**config.mk**
```make
export PLATFORM = sky130hd
export DESIGN_NAME = display_scan_driver
export DESIGN_NICKNAME = d
export VERILOG_FILES = /design/src/rtl/display_pkg.sv /design/src/rtl/seg7_decoder.sv /design/src/rtl/time_bin2bcd_seq.sv /design/src/rtl/display_scan_driver.sv
export SDC_FILE = /design/constraint.sdc
export NUM_CORES = 1
export LEC_CHECK = 0
export CAP_MARGIN = 20
export CORE_MARGIN = 5
export CORE_UTILIZATION = 50
export CTS_BUF_LIST = sky130_fd_sc_hd__clkbuf_8
export DETAILED_ROUTE_END_ITERATION = 6
export PLACE_DENSITY = 0.81
export SYNTH_ARGS = -nofsm -noshare
export SYNTH_HDL_FRONTEND = slang
export SYNTH_SLANG_ARGS = --single-unit
```
**constraint.sdc**
```tcl
create_clock -name clk -period 2.7 [get_ports clk]
set_input_delay 0.81 -clock clk [delete_from_list [all_inputs] [get_ports clk]]
set_output_delay 0.81 -clock clk [all_outputs]
set_load 0.02 [all_outputs]
```
**src/rtl/display_pkg.sv**
```systemverilog
// rtl/display_pkg.sv - shared types and constants for the display scan driver
// Segment patterns are {dp,g,f,e,d,c,b,a}, active-high.
package display_pkg;

  typedef enum logic [2:0] {IDLE, CONV_S, CONV_M, CONV_H, COMMIT} conv_state_t;

  localparam int SEC  = 0;
  localparam int MIN  = 1;
  localparam int HOUR = 2;

  localparam logic [5:0] MAX_SEC  = 6'd59;
  localparam logic [5:0] MAX_MIN  = 6'd59;
  localparam logic [4:0] MAX_HOUR = 5'd23;

  localparam logic [7:0] SEG_BLANK = 8'h00;
  localparam logic [9:0][7:0] SEG_DIGIT = {8'h6F, 8'h7F, 8'h07, 8'h7D, 8'h6D,
                                           8'h66, 8'h4F, 8'h5B, 8'h06, 8'h3F};

  function automatic logic [5:0] sat6(input logic [5:0] v, input logic [5:0] lim);
    return (v > lim) ? lim : v;
  endfunction

endpackage

```
**src/rtl/seg7_decoder.sv**
```systemverilog
// rtl/seg7_decoder.sv - BCD digit to 7-segment pattern, codes above 9 blank
module seg7_decoder
  import display_pkg::*;
(
  input  logic [3:0] bcd,
  output logic [7:0] seg
);

  always_comb begin
    seg = SEG_BLANK;
    if (bcd <= 4'd9) seg = SEG_DIGIT[bcd];
  end

endmodule

```
**src/rtl/time_bin2bcd_seq.sv**
```systemverilog
// rtl/time_bin2bcd_seq.sv - saturating capture and sequential binary-to-BCD of HH:MM:SS
// digits[] order: sec ones, sec tens, min ones, min tens, hour ones, hour tens.
module time_bin2bcd_seq
  import display_pkg::*;
(
  input  logic            clk,
  input  logic            rst_n,
  input  logic            upd,
  input  logic [4:0]      hour,
  input  logic [5:0]      minute,
  input  logic [5:0]      second,
  output logic            busy,
  output logic            done,
  output logic [5:0][3:0] digits
);

  conv_state_t state, state_nxt;
  logic [5:0] rem;
  logic [3:0] tens;
  logic [5:0] cap_m;
  logic [4:0] cap_h;
  logic [5:0][3:0] shadow;
  logic rem_ge10;

  assign rem_ge10 = (rem >= 6'd10);

  always_ff @(posedge clk or negedge rst_n) begin
    if (!rst_n) state <= IDLE;
    else        state <= state_nxt;
  end

  always_comb begin
    state_nxt = state;
    busy      = (state != IDLE);
    done      = (state == COMMIT);
    case (state)
      IDLE:    if (upd) state_nxt = CONV_S;
      CONV_S:  if (!rem_ge10) state_nxt = CONV_M;
      CONV_M:  if (!rem_ge10) state_nxt = CONV_H;
      CONV_H:  if (!rem_ge10) state_nxt = COMMIT;
      COMMIT:  state_nxt = IDLE;
      default: state_nxt = IDLE;
    endcase
  end

  // One shared remainder/tens pair walks through the fields; shadow holds results until COMMIT.
  always_ff @(posedge clk or negedge rst_n) begin
    if (!rst_n) begin
      rem    <= '0;
      tens   <= '0;
      cap_m  <= '0;
      cap_h  <= '0;
      shadow <= '0;
      digits <= '0;
    end else begin
      case (state)
        IDLE: if (upd) begin
          rem   <= sat6(second, MAX_SEC);
          cap_m <= sat6(minute, MAX_MIN);
          cap_h <= (hour > MAX_HOUR) ? MAX_HOUR : hour;
          tens  <= '0;
        end
        CONV_S, CONV_M, CONV_H: begin
          if (rem_ge10) begin
            rem  <= rem - 6'd10;
            tens <= tens + 4'd1;
          end else begin
            tens <= '0;
            if (state == CONV_S) begin
              shadow[2*SEC]   <= rem[3:0];
              shadow[2*SEC+1] <= tens;
              rem             <= cap_m;
            end else if (state == CONV_M) begin
              shadow[2*MIN]   <= rem[3:0];
              shadow[2*MIN+1] <= tens;
              rem             <= {1'b0, cap_h};
            end else begin
              shadow[2*HOUR]   <= rem[3:0];
              shadow[2*HOUR+1] <= tens;
            end
          end
        end
        COMMIT:  digits <= shadow;
        default: ;
      endcase
    end
  end

endmodule

```
**src/rtl/display_scan_driver.sv**
```systemverilog
// rtl/display_scan_driver.sv - multiplexed 7-segment HHMMSS/HHMM scan driver with field blink
// Optional DISPLAY_COLON_BLINK_EN: dp of hour-ones (and minute-ones at 6 digits) blinks as a colon.
module display_scan_driver
  import display_pkg::*;
#(
  parameter int NUM_DIGITS     = 6,
  parameter int SCAN_DIV       = 1000,
  parameter int BLINK_DIV      = 250,
  parameter bit SEG_ACTIVE_LOW = 1'b0
) (
  input  logic                  clk,
  input  logic                  rst_n,
  input  logic                  upd,
  input  logic [4:0]            hour,
  input  logic [5:0]            minute,
  input  logic [5:0]            second,
  input  logic [2:0]            blink_mask,
  output logic                  busy,
  output logic                  done,
  output logic [NUM_DIGITS-1:0] dig_sel,
  output logic [7:0]            seg_out
);

  if (NUM_DIGITS != 4 && NUM_DIGITS != 6) begin : g_bad_digits
    $error("NUM_DIGITS must be 4 or 6");
  end
  if (SCAN_DIV < 2) begin : g_bad_scan
    $error("SCAN_DIV must be at least 2");
  end

  localparam int PW = $clog2(SCAN_DIV);
  localparam int BW = $clog2(BLINK_DIV + 1);
  localparam logic [2:0] LAST_IDX = 3'(NUM_DIGITS - 1);
  localparam logic [2:0] DIG_OFF  = (NUM_DIGITS == 4) ? 3'd2 : 3'd0;
  localparam logic [NUM_DIGITS-1:0] SEL_POL = {NUM_DIGITS{SEG_ACTIVE_LOW}};
  localparam logic [7:0] SEG_POL = {8{SEG_ACTIVE_LOW}};

  logic [5:0][3:0] digits;
  logic [PW-1:0] presc;
  logic [BW-1:0] bcnt;
  logic [2:0] idx, idx_nxt, slot;
  logic [1:0] field;
  logic tick, blink_wrap, phase, phase_nxt;
  logic [7:0] seg_raw, seg_nxt;
  logic [NUM_DIGITS-1:0] onehot;

  time_bin2bcd_seq u_conv (
    .clk    (clk),
    .rst_n  (rst_n),
    .upd    (upd),
    .hour   (hour),
    .minute (minute),
    .second (second),
    .busy   (busy),
    .done   (done),
    .digits (digits)
  );

  assign tick       = (presc == PW'(SCAN_DIV - 1));
  assign blink_wrap = (bcnt == BW'(BLINK_DIV - 1));
  assign phase_nxt  = blink_wrap ? ~phase : phase;
  assign idx_nxt    = (idx == LAST_IDX) ? 3'd0 : idx + 3'd1;
  // In HHMM mode the scan skips the seconds digits, so blink_mask[0] never applies.
  assign slot       = idx_nxt + DIG_OFF;
  assign field      = slot[2:1];
  assign onehot     = NUM_DIGITS'(1) << idx_nxt;

  seg7_decoder u_dec (
    .bcd (digits[slot]),
    .seg (seg_raw)
  );

  always_comb begin
    seg_nxt = seg_raw;
`ifdef DISPLAY_COLON_BLINK_EN
    if (!phase_nxt && (slot == 3'd4 || (NUM_DIGITS == 6 && slot == 3'd2))) seg_nxt[7] = 1'b1;
`endif
    if (phase_nxt && blink_mask[field]) seg_nxt = SEG_BLANK;
  end

  // Select and segments load together on the scan tick so no mixed digit is ever driven.
  always_ff @(posedge clk or negedge rst_n) begin
    if (!rst_n) begin
      presc   <= '0;
      idx     <= '0;
      bcnt    <= '0;
      phase   <= 1'b0;
      dig_sel <= NUM_DIGITS'(1) ^ SEL_POL;
      seg_out <= SEG_DIGIT[0] ^ SEG_POL;
    end else begin
      presc <= tick ? '0 : presc + PW'(1);
      if (tick) begin
        idx     <= idx_nxt;
        bcnt    <= blink_wrap ? '0 : bcnt + BW'(1);
        phase   <= phase_nxt;
        dig_sel <= onehot ^ SEL_POL;
        seg_out <= seg_nxt ^ SEG_POL;
      end
    end
  end

endmodule
```
Word level (Yosys, flattened, before mapping)
Memory sizes are Yosys's and may differ from the RTL's.
Index checks and enable logic that the tools add are counted.
- multiplexer cells: 27
- reduce and logical (&&, ||, !) cells: 12
- shift operators: 1
- equality and inequality tests: 12
- bitwise operators: 4
- $add $sub $neg: 5
- magnitude comparators: 8
- operator list (operator ; count):
    6-bit 2-to-1 mux ; 6
    8-bit 2-to-1 mux ; 4
    3-bit 2-to-1 mux ; 5
    4-bit binary-select mux with 3-bit select ; 1
    6-bit greater-than comparator, second input constant ; 2
    4-bit 2-to-1 mux ; 3
    3-bit case mux with 4 select lines ; 1
    6-bit case mux with 2 select lines ; 1
    4-bit AND reduction ; 3
    10-bit by 1-bit adder with 10-bit output, second input constant ; 1
    10-bit == test, second input constant ; 1
    10-bit 2-to-1 mux ; 1
    8-bit by 1-bit adder with 8-bit output, second input constant ; 1
    8-bit == test, second input constant ; 1
    2-bit != test, second input constant ; 4
    4-bit case mux with 2 select lines ; 1
    3-bit by 2-bit == test with 1-bit output, second input constant ; 2
    3-bit == test, second input constant ; 2
    6-bit by 4-bit >= comparator with 1-bit output, second input constant ; 1
    3-bit AND reduction ; 2
    1-bit by 3-bit << shifter with 6-bit output, first input constant ; 1
    6-bit by 4-bit subtractor with 6-bit output, second input constant ; 1
    5-bit greater-than comparator, second input constant ; 1
    4-bit by 5-bit less-than comparator with 1-bit output, second input constant ; 1
    other kinds (17) ; 22
- logic and storage cells: 93
- input bits: 23
- output and inout bits: 16
- bits in read-only memories: 128
- register bits: 108
- memories kept: 1
- memory list (name ; depth ; bits a word ; read ports ; clocked after Yosys merged registers in ; wr ports ; line ; text):
    (no name shown) ; 16 ; 8 ; 1 ; 0 ; 0 ; seg7_decoder.sv:11 ; if (bcd <= 4'd9) seg = SEG_DIGIT[bcd];

Logic depth before layout (Yosys ltp)
Gate-level depths: netlist of the first run.
- depth in word-level cells: 8
- gate-level depth with buffers: 10
- gate-level depth less buffers: 9

Hierarchy
A second synthesis of the first run with hierarchy kept.
- cells, all modules: 483
- area, all modules: 5232.5 µm²
- by module, submodules not included (module ; cells an instance ; area an instance (µm²) ; times used ; sequential area each (µm²)):
    time_bin2bcd_seq ; 245 ; 3099.2 ; 1 ; 1801.7
    display_scan_driver ; 209 ; 1935.6 ; 1 ; 909.6
    seg7_decoder ; 29 ; 197.7 ; 1 ; 0.0

Worst setup path before layout of the first run
No wires, ideal clock.
- kind: reg-to-reg
- from: register idx[1]
- to: register seg_out[0]
- data required time: 2.637 ns
- period minus slack after synthesis: 2.125 ns
- path buffers: 2
- stages on the path, launching flop included: 11
- setup time: 0.063 ns
- arrival: 2.062 ns
- slack: 0.575 ns
- cell sequence: dfrtp_1 -> buf_6 -> buf_2 -> nor2_1 -> a2bb2oi_1 -> a21o_2 -> ha_1 -> a211o_1 -> o211ai_2 -> a211oi_4 -> a32o_1
- word-level cells in the longest chain between the ends: 8
- elaborated cells on any way between the ends: 13
- those cells by class: add/sub (1); order compare (1); eq/ne (1); mux (8); reduce/logical (1); memory (1)
- RTL lines (element ; line ; text):
    from (decl) ; display_scan_driver.sv:41 ; logic [2:0] idx, idx_nxt, slot;
    from (signal assigned) ; display_scan_driver.sv:93 ; idx <= idx_nxt;
    3-bit by 1-bit adder with 3-bit output / 3-bit == test (equally long branches) ; display_scan_driver.sv:62 ; assign idx_nxt = (idx == LAST_IDX) ? 3'd0 : idx + 3'd1;
    3-bit 2-to-1 mux * ; display_scan_driver.sv:62 ;
    4-bit binary-select mux with 3-bit select ; display_scan_driver.sv:69 ; .bcd (digits[slot]),
    4-bit 2-to-1 mux (not written as such) ; display_scan_driver.sv:69 ;
    memory read 16 x 8 bit ; n/a ;
    8-bit 2-to-1 mux (not written as such) ; seg7_decoder.sv:11 ;
    8-bit 2-to-1 mux ; seg7_decoder.sv:11 ;
    8-bit 2-to-1 mux * ; display_scan_driver.sv:78 ; if (phase_nxt && blink_mask[field]) seg_nxt = SEG_BLANK;
    to (signal assigned) ; display_scan_driver.sv:89 ; seg_out <= SEG_DIGIT[0] ^ SEG_POL;
    to (signal assigned) ; display_scan_driver.sv:97 ; seg_out <= seg_nxt ^ SEG_POL;
    to (decl) ; display_scan_driver.sv:21 ; output logic [7:0] seg_out
Every way passes the cells marked *; elsewhere a longest branch is shown, timed or not. The select of a mux whose other input is x is not followed.
A chain may end at the register's enable or synchronous reset.

Worst setup path in the final report of the first run
- from: register u_conv.state[1]
- to: output done
- word-level cells in the longest chain between the ends: 1
- RTL lines (element ; line ; text):
    from (decl) ; time_bin2bcd_seq.sv:17 ; conv_state_t state, state_nxt;
    from (signal assigned) ; time_bin2bcd_seq.sv:29 ; else state <= state_nxt;
    3-bit == test ; time_bin2bcd_seq.sv:35 ; done = (state == COMMIT);
    to (decl) ; display_scan_driver.sv:19 ; output logic done,
Every way passes these cells.

==> summary.md, run 1 <==
| Metric | Value |
|---|---|
| Status | complete, no violations |
| CTS sink cnt | approximately 110 |
| CTS tree | done |
| Compound-Gate Fraction of Synth Area | 0.131 |
| Crit. Startpoint | u_conv.state[1] |
| Share of layout cells above drive strength 1 | 0.214 |
| Longest Clk Path Bufs | 2 |
| Final setup viols | 0 |
| Ports | 39 |
| Max-slew headroom | 0.620 |
| Final instance area | approximately 5800 um^2 |
| Critical Path RT | ~1.9 ns |
| Area Growth Syn to Fin | 13.9% |
| Worst stage delay on the critical path | 0.61 ns |
| Worst EP arrival | 1.81 ns |
| Post-layout minimum cycle time | 2.62 ns |
| Max-Cap Viols | 0 |
| Slew @ Worst Pin | 0.569 ns |
| Drt initial violations | 151 |
| GP Congestion | 0.875 |
| CP Buf/Inv Count | 1 |
| Register area | 2690 um^2 |
| Post-synthesis mux area share | 0.127 |
| Syn Std Cell Area | ~5000 um^2 |
| Seq/Total Area, Yosys | 0.532 |
| Vias in the first global route | around 3700 |
| CTS H-tree depth | 3 |
| DP Worst Slack | ~0.27 ns |
| Clock Latency Late Sink | 0.37 ns |
| Flops & latches, synth | around 110 |
| DR DRC count | 0 |
| Xor and xnor fraction of the mapped netlist area | 0.0173 |
| CP endpoint kind | primary output |
| Pwr Total | just under 5 mW |
| Max IR drop VDD | 0.590 mV |
| Chip width | about 110 um |
| Syn Inst Count | approximately 460 |
| # diodes | 0 |
| Post-Synth Simple-Gate Area | 0.135 |
| All-Layer GR Usage | 0.175 |
| Hold WC Path Type | in2async |
| Setup CP Type | reg2out |
| Drt wl/cell | between 15 and 20 um |
| R2r endpoint | seg_out[0] |
| Combinational family with the most area after synthesis | simple AND/OR/NAND/NOR gates |
| Syn. warnings | 0 |
| Util after Layout | 0.586 |
| Post-Synth Adder-Cell Area | 0.0198 |
| FF-to-FF path depth | 9 |
| Slowest-stage cell, CP | clkdlybuf4s50_1 |
| Hold Vio Cnt, Final | 0 |
| Initial Util | 0.514 |
| Pleak | 2.56 nW |
| Startpoint types | flop |
| GRT Residual Overflow | 0 |
| PD cells | around 850 nW/um^2 |
| Ys flop type | dfrtp_1 |
| CP Max Fanout | 8 |
| Root Buffer Master | clkbuf_8 |
| Final Max Tran Viols | 0 |
| Worst setup margin | 0.0781 ns |
| Net count after synthesis | slightly below 500 |
| Fmax | roughly 380 MHz |
| Worst R2R Setup Slack | around 0.25 ns |
| Filler cell count | about 860 |
| Family with the most delay on the worst path | buffers and inverters |
| Via Count | roughly 3600 |
| CTS clk-pin slew, worst paths | ~0.1 ns |
| Largest net degree at the start of global routing | 50 |
| Area post-placement | around 5600 um^2 |
| Total Nets Final | 526 |
| Core area | 9820 um^2 |
| Total Die Area | ~12000 um^2 |
| First-pass GRT wire length | 17.8 mm |
| Initial antenna violation count | 0 |
| Port bufs | 37 |
| EDFF count, synth | 0 |
| Critical-path cell list | nor2_2 > and2_1 > clkdlybuf4s50_1 |
| Syn Area/Cell | about 11 um^2 |
| Vias/cell | 5.62 |
| RR Startpoint | idx[1] |
| Area of the multi-input gates | approximately 2200 um^2 |
| Final TNS setup | 0 ns |
| First-pass detailed-route iteration total | 4 |
| Die Span Y | ~110 um |
| Distinct cells, synth | 59 |
| Skew final | roughly 0.012 ns |
| Dpl hpwl | roughly 7.3 mm |
| CTS buffer count | 9 |
| Period utilization | 0.971 |
| Routed wire length | between 9 and 10 mm |
| Rows | 36 |
| Post-synth ARST share | 1.00 |
| Remaining antenna violation count | 0 |
-- power breakdown --
group / leakage (nW) / internal, mW / total, mW / switching (mW)
sequential: 1.37 / 2.04 / 2.37 / 0.333
combinational: 1.10 / 0.754 / 1.54 / 0.786
clock: 0.0955 / 0.425 / 0.952 / 0.527
total: 2.56 / 3.22 / 4.87 / 1.65
-- cells in the mapped netlist (all sizes together), types with 6 or more instances --
master | n | share of area
nor3 | 7 | 0.0092
dfrtp | 100 | 0.50
mux2 | 53 | 0.12
buf | 13 | 0.016
and3 | 6 | 0.0074
o21ai | 32 | 0.032
clkbuf | 13 | 0.0097
a21oi | 19 | 0.019
a22o | 7 | 0.012
dfstp | 7 | 0.036
nand2 | 43 | 0.032
inv | 15 | 0.011
ha | 8 | 0.020
nor2 | 37 | 0.028
nand3 | 13 | 0.013
-- cell usage in the layout (no fill, tap or decap), types with 6 or more instances in the layout --
master           Yosys  final
o21ai_0             32     32
clkdlybuf4s50_1      0     36
dfstp_2              7      7
nor3_1               6      6
ha_1                 8      8
nand2_1             43     43
nor2_1              36     35
buf_4                2     12
mux2_2              52     52
dfrtp_1            100     96
a22o_1               7      7
a21oi_1             19     19
nand3_1             13     13
clkbuf_8             0      9
inv_1               15     15
and3_1               6      6
-- cells by family after synthesis --
kind of cell | Yosys count
and+or+nand+nor | 138
DFF | 107
AOI/OAI and AO/OA | 99
muxes | 57
buffers and inverters | 41
xor gates and xnor gates | 10
adders and majority gates | 8
other | 1
-- layer usage --
| layer | up-vias | global-route usage | share of wire |
|---|---|---|---|
| li1 | 1696 | - | - |
| met1 | 1775 | 0.227 | 0.44 |
| met2 | 66 | 0.288 | 0.51 |
| met3 | 13 | 0.0487 | 0.036 |
| met4 | 0 | 0.0484 | 0.016 |
| met5 | - | 0 | 0 |
-- registers in the layout, summed over array words and instances (netlist names), 6 cells and up --
signal	cells
seg_out	7
bcnt	8
u_conv.shadow	24
u_conv.rem	6
presc	10
u_conv.digits	24
dig_sel	6
u_conv.cap_m	6
-- what timing repair did --
action,in CTS,in global routing
hold buffers,0,0
setup endpoints to repair,0,3
setup buffers,0,0
resized for setup,0,5
-- through the flow --
step / instances / hold slack, ns
after CTS: 632 / 0.392
after detailed placement: 617 / 0.445
final: 632 / 0.390
after floorplan: 461 / 0.440
after global routing: 632 / 0.412
after global placement: 617 / 0.440
-- final cells by class --
cell class              count  area share
clock buffers               9      0.0215
clock inverters             6      0.0113
inverters                  15     0.00979
multi-input cells         313       0.379
flip-flops and latches    107       0.468
well taps                 133      0.0289
repair buffers             49      0.0818
-- worst register-to-register path: cells and delay by family, from the launching register on --
kind	cells	cell delay, ns
simple gates	1	0.29
compound gates	6	1.26
flops	1	0.55
buf+inv	1	0.09
fa+ha+maj	1	0.22
-- how the worst max path moves through the flow --
| stage | to | slack [ns] | cells past startpoint |
|---|---|---|---|
| 5_1_grt | done | -0.002 | 3 |
| 3_5_place_dp | seg_out[0] | 0.27 | 9 |
| 2_1_floorplan | seg_out[0] | 0.58 | 10 |
| 3_3_place_gp | seg_out[0] | 0.38 | 9 |
| 6_report | done | 0.08 | 3 |
| 4_1_cts | done | 0.008 | 3 |
(Power assumes the default switching activity.)
==> inputs of run 2 (changes only) <==
Settings changed: CTS_BUF_LIST sky130_fd_sc_hd__clkbuf_8 to sky130_fd_sc_hd__clkbuf_4 sky130_fd_sc_hd__clkbuf_8, GPL_TIMING_DRIVEN from default to 0.
==> run 2 against run 1 <==
  * Sequential cell count stayed put
  * Combinational power is 4% higher
  * Final cell count is 2.1% higher
==> summary.md, run 2 (synthesis results as in run 1) <==
| Metric | Value |
|---|---|
| GRT Residual Overflow | 0 |
| Startpoint types | flop |
| Pleak | around 2.6 nW |
| Commonest non-fill, non-tap cell in the layout | dfrtp_1 |
| Vias/cell | between 5 and 6 |
| Chip width | ~110 um |
| CTS H-tree depth | 3 |
| Post-CTS Setup Bufs | 0 |
| Register area | 2690 um^2 |
| Post-layout minimum cycle time | approximately 2.5 ns |
| Max IR drop VDD | about 0.6 mV |
| Final setup viols | 0 |
| Hold-fix buffers, CTS | 0 |
| Area Growth Syn to Fin | 14.6% |
| Routed wire length | between 10 and 15 mm |
| Critical Path RT | about 3.0 ns |
| Worst EP arrival | around 2.8 ns |
| CTS tree | done |
| Area of the multi-input gates | approximately 2200 um^2 |
| Drt wl/cell | ~16 um |
| Ports | 39 |
| Drt initial violations | 261 |
| Largest registers | u_conv.digits x24, u_conv.shadow x24, presc x10 |
| Via Count | 3626 |
| Max-slew headroom | 0.571 |
| Initial antenna violation count | 0 |
| Fmax | approximately 400 MHz |
| # diodes | 0 |
| Vias in the first global route | between 3000 and 4000 |
| Pwr Total | 4.86 mW |
| Status | complete, no violations |
| CP Max Fanout | 10 |
| Clock Latency Late Sink | between 0.3 and 0.4 ns |
| CP endpoint kind | flop |
| PD cells | 840 nW/um^2 |
| All-Layer GR Usage | 0.180 |
| Rows | 36 |
| GP Congestion | 0.839 |
| Slew @ Worst Pin | about 0.64 ns |
| First-pass detailed-route iteration total | 4 |
| Core area | ~10000 um^2 |
| Remaining antenna violation count | 0 |
| Final Max Tran Viols | 0 |
| First-pass GRT wire length | 18.3 mm |
| Most frequent cells in the layout | 100 x dfrtp_1, 52 x mux2_2, 43 x nand2_1, 35 x nor2_1, 34 x clkdlybuf4s50_1 |
| Worst R2R Setup Slack | ~0.19 ns |
| RSZ-0062 raised after global routing | false |
| Skew final | 0.0182 ns |
| DR DRC count | 0 |
| Initial Util | 0.514 |
| FF-to-FF path depth | 10 |
| Worst Hold Margin | 0.438 ns |
| Dpl hpwl | 7.62 mm |
| Hold WC Path Type | in2async |
| Die Span Y | ~110 um |
| Setup CP Type | reg2reg |
| Root Buffer Master | clkbuf_8 |
| Filler cell count | around 840 |
| Period utilization | 0.931 |
| Largest net degree at the start of global routing | 64 |
| Total Nets Final | between 500 and 600 |
| Longest Clk Path Bufs | 2 |
| Max-Cap Viols | 0 |
| CTS clk-pin slew, worst paths | 0.11 ns |
| Share of layout cells above drive strength 1 | 0.209 |
| Hold Vio Cnt, Final | 0 |
| Total Die Area | 12200 um^2 |
| CTS buffer count | 9 |
| CTS sink cnt | 107 |
| Port bufs | 37 |
[run 2: cell count changes in the layout (fill, tap and decap cells not counted), sizes merged]
| cell | before | now |
|---|---|---|
| clkdlybuf4s50 | 36 | 34 |
| dlygate4sd2 | 0 | 1 |
| bufinv | 1 | 0 |
| clkinv | 3 | 2 |
| clkdlybuf4s15 | 0 | 1 |
| clkbuf | 9 | 20 |
| buf | 13 | 14 |
| inv | 16 | 19 |
[run 2: final cells by class]
cell class | count | area share
Clock buffer | 9 | 0.0214
Buffer | 23 | 0.0205
Sequential cell | 107 | 0.464
Multi-Input combinational cell | 313 | 0.377
Tap cell | 133 | 0.0288
Timing Repair Buffer | 38 | 0.0684
Clock inverter | 7 | 0.00995
Inverter | 15 | 0.00973
[run 2: per-stage QoR]
step                      setup TNS (ns)  setup slack (ns)  std cells  cell area (um^2)   util
after floorplan                        0             0.575        461              5050      -
after global placement           -316.69             -3.04        631              5590  0.569
after detailed placement          -0.271            -0.271        632              5610  0.571
after CTS                              0            0.0151        647              5790  0.590
after global routing                   0            0.0738        645              5780  0.589
final                                  0             0.187        645              5780  0.589
[run 2: path summary, 6_finish.rpt]
kind                                   endpoint       start
worst max-delay path                 seg_out[0]      idx[1]
worst min-delay path            u_conv.state[0]       rst_n
worst max register to register       seg_out[0]      idx[1]
worst min register to register       dig_sel[0]  dig_sel[0]
max in group asynchronous            seg_out[5]       rst_n
min in group clk                     dig_sel[0]  dig_sel[0]
[run 2: power breakdown]
group | total [mW] | switching [mW] | internal [mW] | leakage, nW
clock | 0.931 | 0.579 | 0.352 | 0.0938
combinational | 1.60 | 0.843 | 0.754 | 1.12
sequential | 2.33 | 0.293 | 2.04 | 1.37
total | 4.86 | 1.71 | 3.14 | 2.59
[run 2: per-layer routing]
| metal | up-vias | wire [um] | track usage |
|---|---|---|---|
| met2 | 60 | 5290 | 0.309 |
| met3 | 6 | 412 | 0.0443 |
| met1 | 1840 | 4720 | 0.230 |
| met4 | 0 | 65 | 0.0394 |
| li1 | 1720 | - | - |
| met5 | - | 0 | 0 |
[run 2: what timing repair did]
action | 4_1_cts | 5_1_grt
pin swaps | 0 | 0
endpoints found under the setup margin | 2 | 1
resized for setup | 7 | 1
[run 2: critical path: stages, from the launching register on]
cell and delay (ns):
dfrtp_1 0.39, buf_6 0.14, buf_2 0.20, nor2_1 0.15, a2bb2oi_1 0.23, a21o_2 0.22, ha_1 0.24, a211o_1 0.14
o211ai_2 0.11, a211oi_4 0.42, a32o_1 0.23
==> RTL change: new RTL, flow settings as in run 1 <==
The 5 states of `conv_state_t` get a Gray code encoding in 3 bits.
--- a/src/rtl/display_pkg.sv
+++ b/src/rtl/display_pkg.sv
@@ -2,7 +2,7 @@
 // Segment patterns are {dp,g,f,e,d,c,b,a}, active-high.
 package display_pkg;
 
-  typedef enum logic [2:0] {IDLE, CONV_S, CONV_M, CONV_H, COMMIT} conv_state_t;
+  typedef enum logic [2:0] {IDLE = 3'b000, CONV_S = 3'b001, CONV_M = 3'b011, CONV_H = 3'b010, COMMIT = 3'b110} conv_state_t;
 
   localparam int SEC  = 0;
   localparam int MIN  = 1;
Function: same outputs for any inputs over 10 cycles, from zero or initial values and one cycle with rst_n low; not proved beyond that.
==> RTL change against run 1 <==
- wire length increased by 4.1%
- area after synthesis decreased by 1.0%
- worst hold slack better by 0.028 ns
- clock power up 12%
- largest cell class unchanged
- total power rose by 4.6%
- setup slack gained 0.030 ns
- count of clock-buffer cells in the layout increased by 1
- final cell count increased by 7.9%
- design area up 0.22%
- die area down 0.93%
- sequential cell count unchanged
- highest routed layer unchanged
==> RTL change: results (changes against run 1) <==
Cell count after placement = 666 (was 617)
Mean instance size in the synthesized netlist = 9.92 um2 (was 11.0 um2)
Worst slew margin = 41.7% (was 62.0%)
Status = finished, final reports clean (unchanged)
Net count of the finished layout = 575 (was 526)
Largest cells by area after synthesis = dfrtp_1 50%, nand2_1 8.3%, mux2_2 5.2%, dfstp_2 3.7%, o21ai_0 3.5% (was dfrtp_1 50%, mux2_2 12%, dfstp_2 3.6%, nand2_1 3.2%, o21ai_0 3.2%)
Register-to-register setup slack = 0.18 ns (was 0.25 ns)
Final routed wire length divided by cell count = 15.1 um (was 15.7 um)
Vias post-DR = 3,767 (was 3,550)
Critical path data arrival time = 1.78 ns (was 1.81 ns)
Setup bufs post-CTS = 0 (unchanged)
Layout cells sized above 1 = 13.3% (was 21.4%)
Detail Placement HPWL = 7.50 mm (was 7.28 mm)
Worst-path clk slew = 0.10 ns (about the same)
Net load switching power = 1.76 mW (was 1.65 mW)
Leakage = 2.68 nW (was 2.56 nW)
Largest net degree at the start of global routing = 40 (was 50)
Ranking of synthesized cells by instance count = 111 x nand2_1, 100 x dfrtp_1, 35 x nor2_1, 35 x o21ai_0 (was 100 x dfrtp_1, 52 x mux2_2, 43 x nand2_1, 36 x nor2_1, 32 x o21ai_0)
R2R depth = 10 (was 9)
Number of different library cells in the post-synthesis netlist = 60 (was 59)
Maximum resistive drop on vdd = 0.631 mV (was 0.590 mV)
Post-route worst setup slack = 0.108 ns (was 0.0781 ns)
Maximum clock skew at final layout = 0.0120 ns (was 0.0117 ns)
Vias per Instance = 5.52 (was 5.62)
First-pass iteration count of the detailed router = 4 (unchanged)
Final estimated routing congestion in global placement = 0.971 (was 0.875)
Worst slack, placed = 0.217 ns (was 0.275 ns)
Filler Cells Inserted = 836 (was 858)
CP max FO = 9 (was 8)
Critical R2R Launch = idx[2] (was idx[1])
Sequential element share of the synthesized area = 53.8% (was 53.2%)
Total routing resource utilization after global routing = 18.9% (was 17.5%)
Beginning of the critical path = u_conv.state[0] (was u_conv.state[1])
Number of nets produced by synthesis = 535 (was 492)
First-pass GRT wire length = 18.1 mm (was 17.8 mm)
Violation count after the first detailed-routing iteration = 271 (was 151)
Via count of the first global-routing pass = 3,851 (was 3,697)
Die width = 110 um (about the same)
==> RTL change: cell count changes after synthesis, moves of 4 or more <==
cell             run 1  this run
nor2b_1              5        10
buf_2                9         1
a21oi_1             19        23
a211oi_1             2         7
nand2_1             43       111
mux2_2              52        23
==> RTL change: final cells by class <==
class                   count  area share (%)
clock inverters             6            1.41
inverters                  14           0.912
flip-flops and latches    107            46.6
repair buffers             51            8.47
multi-input cells         361            37.3
well taps                 133            2.89
clock buffers              10            2.39
==> RTL change: per-layer routing <==
metal  vias up  global-route usage [%]  wire length, um
li1       1817                       -                -
met1      1832                    23.6             4540
met2        93                    32.0             5090
met3        25                    4.25              431
met4         0                    7.30              274
met5         -                       0                0
==> RTL change: cells by family after synthesis <==
logic type | count (synthesis) | share of synthesized area [%]
AND/OR/NAND/NOR | 208 | 19.0
AO/OA/AOI/OAI | 106 | 13.8
buffers and inverters | 36 | 3.33
flip-flops | 107 | 53.8
other | 1 | 0.0750
XOR/XNOR | 10 | 1.75
adder cells (fa/ha/maj) | 8 | 2.00
multiplexers | 28 | 6.28
==> RTL change: timing repair <==
item	in CTS	in global routing
hold buffers	0	0
resized for setup	0	3
setup endpoints to repair	0	2
==> RTL change: critical path, stage by stage (launching register included) <==
cell	delay (ns)
dfrtp_1	0.46
nand3b_1	0.25
inv_2	0.09
clkdlybuf4s50_1	0.61
==> RTL change: power by group through the flow <==
stage,Sequential [mW],Combinational (mW),Clock [mW]
final,2.41,1.61,1.07
after global routing,2.47,1.84,1.16
after CTS,2.40,1.62,1.10
after detailed placement,2.44,1.61,0
after global placement,2.41,1.54,0
after floorplan,2.28,1.27,0
==> RTL change: stage by stage <==
stage                     instance area [um2]  power [mW]
after CTS                                5750        5.12
after global routing                     5760        5.47
final                                    5760        5.09
after global placement                   5540        3.95
after floorplan                          5000        3.55
after detailed placement                 5540        4.05
==> RTL change: worst min-delay path by stage <==
stage,start,endpoint,slack [ns]
6_report,rst_n,presc[8],0.42
5_1_grt,rst_n,u_conv.digits[22],0.43
4_1_cts,rst_n,presc[8],0.42
3_5_place_dp,dig_sel[0],dig_sel[0],0.45
3_3_place_gp,dig_sel[0],dig_sel[0],0.44
2_1_floorplan,bcnt[7],bcnt[7],0.43
